**src/rtl/led_frame_pkg.sv**
```systemverilog
// Shared types and constants for the LED frame decoder.
package led_frame_pkg;

  typedef enum logic [1:0] {
    HUNT  = 2'd0,
    RECV  = 2'd1,
    SYNCW = 2'd2
  } state_e;

  localparam logic [5:0] SYNC_HI      = 6'h3F;
  localparam logic [5:0] SYNC_LO      = 6'h00;
  localparam int         N_DATA_SLOTS = 5;
  localparam int         N_SLOTS      = 8;
  localparam int         TIMER_W      = 28;

  // Slot whose sample triggers the frame check (the 111111 slot).
  localparam logic [2:0] K_CHECK = 3'(N_SLOTS - 2);

endpackage

```
**src/rtl/led_slot_timer.sv**
```systemverilog
// Saturating frame timer with slot sample-point generation and the
// end-of-frame sync window flag.
module led_slot_timer
  import led_frame_pkg::*;
#(
  parameter int unsigned SLOT_CYCLES      = 25_000_000,
  parameter int unsigned LAST_SLOT_CYCLES = 25_000_001
) (
  input  logic       clk,
  input  logic       rst,
  input  logic       restart_i,
  output logic       sample_o,
  output logic [2:0] k_o,
  output logic       expired_o
);

  localparam logic [TIMER_W-1:0] FIRST_PT = TIMER_W'(LAST_SLOT_CYCLES + SLOT_CYCLES / 2);
  localparam logic [TIMER_W-1:0] STEP     = TIMER_W'(SLOT_CYCLES);
  localparam logic [TIMER_W-1:0] WIN_END  = TIMER_W'(LAST_SLOT_CYCLES + 7 * SLOT_CYCLES + SLOT_CYCLES / 2);
  localparam logic [2:0]         K_DONE   = 3'(N_SLOTS - 1);

  logic [TIMER_W-1:0] timer_q, timer_d;
  logic [TIMER_W-1:0] pt_q, pt_d;
  logic [2:0]         k_q, k_d;

  assign sample_o  = (timer_q == pt_q) && (k_q != K_DONE);
  assign k_o       = k_q;
  assign expired_o = (timer_q >= WIN_END);

  // Restart marks the sync cycle as t=0, so the following cycle reads t=1.
  // Sample points are tracked incrementally to avoid a divider.
  always_comb begin
    timer_d = timer_q;
    pt_d    = pt_q;
    k_d     = k_q;
    if (restart_i) begin
      timer_d = TIMER_W'(1);
      pt_d    = FIRST_PT;
      k_d     = '0;
    end else begin
      if (timer_q != '1) timer_d = timer_q + 1'b1;
      if (sample_o) begin
        pt_d = pt_q + STEP;
        k_d  = k_q + 3'd1;
      end
    end
  end

  always_ff @(posedge clk) begin
    if (rst) begin
      timer_q <= '0;
      pt_q    <= FIRST_PT;
      k_q     <= '0;
    end else begin
      timer_q <= timer_d;
      pt_q    <= pt_d;
      k_q     <= k_d;
    end
  end

endmodule

```
**src/rtl/led_frame_decoder.sv**
```systemverilog
// Recovers a 30-bit count from an active-low, 8-slot LED frame stream,
// tracking frame sync and flagging malformed or missing frames.
module led_frame_decoder
  import led_frame_pkg::*;
#(
  parameter int unsigned SLOT_CYCLES      = 25_000_000,
  parameter int unsigned LAST_SLOT_CYCLES = 25_000_001
) (
  input  logic        clk,
  input  logic        rst,
  input  logic [5:0]  led_in,
  output logic [29:0] count_out,
  output logic        count_valid,
  output logic        frame_err,
  output logic        locked
);

  localparam logic [TIMER_W-1:0] RUN_MIN = TIMER_W'(SLOT_CYCLES / 2);

  state_e             state_q, state_d;
  logic [5:0]         led_q;
  logic [TIMER_W-1:0] run_q, run_d;
  logic [5:0]         samp_q [N_DATA_SLOTS+1];
  logic [29:0]        count_q, count_d;
  logic               valid_q, valid_d;
  logic               err_q, err_d;
  logic               locked_q, locked_d;
  logic               restart, strobe, expired;
  logic [2:0]         slot_k;
  logic               sync_edge, hi_to_lo;

  // run_q counts consecutive 3F cycles preceding the current led_q.
  assign run_d     = (led_q != SYNC_HI) ? '0 : ((run_q == '1) ? run_q : run_q + 1'b1);
  assign sync_edge = (led_q == SYNC_LO) && (run_q >= RUN_MIN);
  assign hi_to_lo  = (led_q == SYNC_LO) && (run_q != '0);

  led_slot_timer #(
    .SLOT_CYCLES      (SLOT_CYCLES),
    .LAST_SLOT_CYCLES (LAST_SLOT_CYCLES)
  ) u_timer (
    .clk       (clk),
    .rst       (rst),
    .restart_i (restart),
    .sample_o  (strobe),
    .k_o       (slot_k),
    .expired_o (expired)
  );

  always_comb begin
    state_d  = state_q;
    restart  = 1'b0;
    count_d  = count_q;
    valid_d  = 1'b0;
    err_d    = 1'b0;
    locked_d = locked_q;
    case (state_q)
      HUNT: begin
        if (sync_edge) begin
          restart = 1'b1;
          state_d = RECV;
        end
      end
      RECV: begin
        if (strobe && slot_k == K_CHECK) begin
          if (samp_q[N_DATA_SLOTS] == SYNC_LO && led_q == SYNC_HI) begin
            count_d  = ~{samp_q[0], samp_q[1], samp_q[2], samp_q[3], samp_q[4]};
            valid_d  = 1'b1;
            locked_d = 1'b1;
            state_d  = SYNCW;
          end else begin
            err_d    = 1'b1;
            locked_d = 1'b0;
            state_d  = HUNT;
          end
        end
      end
      SYNCW: begin
        if (hi_to_lo) begin
          restart = 1'b1;
          state_d = RECV;
        end else if (expired) begin
          err_d    = 1'b1;
          locked_d = 1'b0;
          state_d  = HUNT;
        end
      end
      default: state_d = HUNT;
    endcase
  end

  always_ff @(posedge clk) begin
    if (rst) begin
      state_q  <= HUNT;
      led_q    <= '0;
      run_q    <= '0;
      count_q  <= '0;
      valid_q  <= 1'b0;
      err_q    <= 1'b0;
      locked_q <= 1'b0;
      for (int i = 0; i <= N_DATA_SLOTS; i++) samp_q[i] <= '0;
    end else begin
      state_q  <= state_d;
      led_q    <= led_in;
      run_q    <= run_d;
      count_q  <= count_d;
      valid_q  <= valid_d;
      err_q    <= err_d;
      locked_q <= locked_d;
      for (int i = 0; i <= N_DATA_SLOTS; i++) begin
        if (state_q == RECV && strobe && slot_k == 3'(i)) samp_q[i] <= led_q;
      end
    end
  end

  assign count_out   = count_q;
  assign count_valid = valid_q;
  assign frame_err   = err_q;
  assign locked      = locked_q;

endmodule

```
**config.mk**
```make
export PLATFORM = sky130hd
export DESIGN_NAME = led_frame_decoder
export DESIGN_NICKNAME = d
export VERILOG_FILES = /design/src/rtl/led_frame_pkg.sv /design/src/rtl/led_slot_timer.sv /design/src/rtl/led_frame_decoder.sv
export SDC_FILE = /design/constraint.sdc
export NUM_CORES = 1
export LEC_CHECK = 0
export ABC_AREA = 1
export ABC_CLOCK_PERIOD_IN_PS = 5000
export CORE_MARGIN = 3
export CORE_UTILIZATION = 25
export DETAILED_ROUTE_END_ITERATION = 10
export SLEW_MARGIN = 20
export SYNTH_ARGS = -nofsm -noshare
export SYNTH_HDL_FRONTEND = slang
export SYNTH_SLANG_ARGS = --single-unit
export TNS_END_PERCENT = 1
```
**constraint.sdc**
```tcl
create_clock -name clk -period 5 [get_ports clk]
set_input_delay 1 -clock clk [delete_from_list [all_inputs] [get_ports clk]]
set_output_delay 1 -clock clk [all_outputs]
set_load 0.005 [all_outputs]
```
==> results.txt <==
The synthesized design spends more area on one cell type than any other, namely dfxtp_1. Summed over all cells, the static leakage comes to 3.91 nW. The tools report the total global routing track utilization as 12.2%.

The design draws 0.00277 W. The I/O pin count came out at 41. Master of the slowest instance on the critical path: nand3_2. The multi-input combinational cells in the finished layout cover a total of 4340 sq um. After global routing the overflow that remains totals 0. In this run the vertical extent of the chip is 192 um. The average instance in the mapped netlist occupies 6.93 sq um. The share of final-layout standard cells stronger than drive strength 1 came out at 6.95%.

Setup repair after global routing left no endpoint under its margin. The via total after detailed routing was 7878; the placement row count was 67. The tools report the H-tree depth as 4. Final worst slack: 1.95 ns. STA classifies the critical path startpoint as a register.

Number of buffers and inverters on the critical path: 1. The post-layout minimum cycle time was 3.05 ns. The top fanout value on the critical path came out at 38. Summed over all layers, the routed wires come to 22.4 mm. The number of filler cells placed in the layout is 3679.

The logs give 0 for the setup fix buffers added after clock tree synthesis and 5.34 ns for the data required time of the critical path. In this run, distinct cell masters in the synthesized netlist total 37. For this run, the register share of the synthesized area comes to 40.7%. Endpoint class of the critical path: a register. By area the synthesized netlist is led by dfxtp_1 28%, nand2_1 13%, edfxtp_1 12%, nor2_1 9.1%, inv_1 6.4%.

For the number of buffers inserted for hold repair after clock tree synthesis, the log shows 0. CTS buffer count: 17. The signal on the critical path passes through ha_1 -> ha_1 -> nor2_1 -> nand2_1 -> nor2_1 -> nand2_1 -> nor2_2 -> nand3_2 -> nor2_2 -> buf_4 -> nand3_2 -> a21oi_1. The count of buffers inserted at the top-level ports works out to 40. The pre-antenna-repair detailed-routing pass consisted of 5 iterations. The global routing stage identified its most utilized layer as met2.

Dividing the final minimum period by the clock period gives 60.9%. After the first detailed-routing iteration, the DRC count stood at 541. The x dimension of the die is 192 um, and the total of cells resized after clock tree synthesis is 0.

The tools report the initial antenna violation count as 0. In the final design database the tool counted 1306 nets. The worst slack at placement was 1.55 ns. The count of nets left with antenna violations once routing finished came out at 0.

CTS placed an instance of clkbuf_16 at the clock tree root. The final setup violation count came out at 0. Path type of the worst setup path: register to register. The first global-routing pass estimated 36.6 mm of wire. The area of the die is 36900 sq um, and the placeable core region is 33900 sq um.

No sink is reached through more buffers than the 2 on the longest clock path. Leaving out fill and tap cells, the most frequent cell in the layout is nand2_1. The synthesized instance count is 1251. The area growth from synthesis to layout is 16.9%. Global routing consumed, on the met1 layer, 15.8% of the routing resources.

Summing every instance area after synthesis gives 8660 sq um. The flow ran to the end, and the final reports show no timing, DRC or antenna violations. The logs give 7356 for the via count of the first global-routing pass and 0 ns for the total negative slack.

The number of antenna diodes in the final layout is 0. Area of all sequential standard cells: 3520 sq um. The top cell types in the final layout, fill and taps aside, are 300 x nand2_1, 210 x nor2_1, 147 x inv_1. After detailed routing, the number of remaining DRC violations is 0. After detailed routing, the average wire length per cell comes to 12.8 um.

The tools report the headroom to the max-slew limit as 35.5%. For the worst setup path, the data arrival time is 3.38 ns. The synthesized net count is 1275. The delay contributed by the slowest stage of the critical path is 0.55 ns. After detailed routing, the number of vias per cell comes to 4.52. For the worst-skew pair, the clock arrives at the later sink with an insertion delay of 0.42 ns. In the global route stage, met3 resource usage came out at 1.99%. TritonCTS built the clock tree. The tree built by TritonCTS fans out to 158 sinks.

The pin count of the biggest net entering global routing is 43. The largest delay contributor family on the critical path is simple AND/OR/NAND/NOR gates. Number of max-slew violations in the final report: 0. The synthesized design devotes to its leading area cell type 28.2% of total area. Number of hold violations in the final report: 0. Once the floorplan was initialized, standard cells occupied 25.6% of the core.

After clock tree synthesis, the clock-pin slew on the worst setup and hold paths is 0.06 ns. Max-cap violations in this run came to 0. The minimum hold slack was 0.441 ns. In this run the power density over the cells is 273 nW/um^2. For the pin with the worst max-slew slack, the measured transition is 0.964 ns. The class of the tightest hold or removal check is register to register. The tools report the maximum vdd drop as 0.000215 V.

The total of flip-flops plus latches after synthesis is 158, and the maximum frequency from static timing analysis is 0.328 GHz. The weighted congestion reported at the end of routability-driven placement came out at 0.893. The clock arrives with 0.0123 ns of skew.

The run gives 20.4% as the global-route met2 utilization. The run gives 0 as the number of warnings issued by yosys. Detailed placement ended at an HPWL of 16.9 mm.
## worst register-to-register path, delay by kind of cell (launching register included)
family | cells | cell delay [ns]
AND/OR/NAND/NOR | 8 | 1.49
adder cells (fa/ha/maj) | 2 | 0.46
buffers and inverters | 1 | 0.36
flip-flops | 1 | 0.34
AO/OA/AOI/OAI | 1 | 0.32
## kinds of logic (layout without fill, tap and decap cells)
kind of cell,Yosys count,after routing,share of synthesized area [%]
AND/OR/NAND/NOR,721,721,36.5
buffers and inverters,203,247,9.39
flip-flops,158,158,40.7
AO/OA/AOI/OAI,104,104,6.14
XOR/XNOR,49,49,4.95
adder cells (fa/ha/maj),16,16,2.31
## sequential cells by signal, indices dropped and copies added, names as in the netlist
signal / count
frame_err: 1
run_q: 28
count_out: 30
count_valid: 1
locked: 1
state_q: 2
samp_q: 36
u_timer.pt_q: 22
led_q: 6
u_timer.k_o: 3
u_timer.timer_q: 28
## area by class of cell
cell class | count | share of cell area, %
well taps | 448 | 5.53
repair buffers | 47 | 4.47
clock buffers | 21 | 4.66
flip-flops and latches | 158 | 34.8
multi-input cells | 890 | 42.8
clock inverters | 11 | 1.54
inverters | 168 | 6.22
## stage by stage
| step | utilization [%] | std cells | area [sq um] |
|---|---|---|---|
| 4_1_cts | 29.9 | 1743 | 10100 |
| 2_1_floorplan | - | 1251 | 8660 |
| 3_5_place_dp | 28.0 | 1711 | 9500 |
| 3_3_place_gp | 28.0 | 1711 | 9500 |
| 6_report | 29.9 | 1743 | 10100 |
| 5_1_grt | 29.9 | 1743 | 10100 |
## Yosys cell counts
cell / count
a21oi_1: 66
edfxtp_1: 36
nand4_1: 67
buf_4: 4
nand3_4: 3
clkbuf_1: 12
nand3b_1: 2
o21ai_1: 2
buf_6: 2
o211ai_1: 2
nand3_2: 1
o21ai_0: 29
buf_8: 1
and2_1: 4
clkinv_1: 1
nand2_2: 7
nor2_1: 211
xor2_1: 43
nor3_1: 31
buf_1: 8
dfxtp_1: 122
nand2_1: 300
xnor2_1: 6
or2_2: 9
nor3_2: 1
nor4_1: 4
nor2_4: 1
nor3_4: 1
a31oi_1: 5
ha_1: 16
inv_2: 20
nand3_1: 69
nor2_2: 8
or3_1: 1
nor3b_1: 1
buf_2: 8
inv_1: 147
## power breakdown
group,total (W),internal [W],switching [W]
registers,0.00133,0.00132,0.00000955
clock network,0.00138,0.000836,0.000542
logic,0.0000602,0.0000175,0.0000427
## per-layer routing
metal  wire (um)  up-vias
li1            -     4072
met2       10200      207
met1       10500     3569
met3        1120       30
met4         514        0
met5           0        -
## worst paths after layout
kind | start | end | slack [ns] | cells past startpoint
hold / removal | count_out[22]$_SDFFE_PP0P_ | count_out[22]$_SDFFE_PP0P_ | 0.44 | 2
setup reg to reg | u_timer.k_o[0]$_SDFFE_PP0N_ | count_out[3]$_SDFFE_PP0P_ | 1.95 | 12
setup / recovery | u_timer.k_o[0]$_SDFFE_PP0N_ | count_out[3]$_SDFFE_PP0P_ | 1.95 | 12
hold reg to reg | count_out[22]$_SDFFE_PP0P_ | count_out[22]$_SDFFE_PP0P_ | 0.44 | 2
Note: power is estimated with default switching activity, not from simulation.
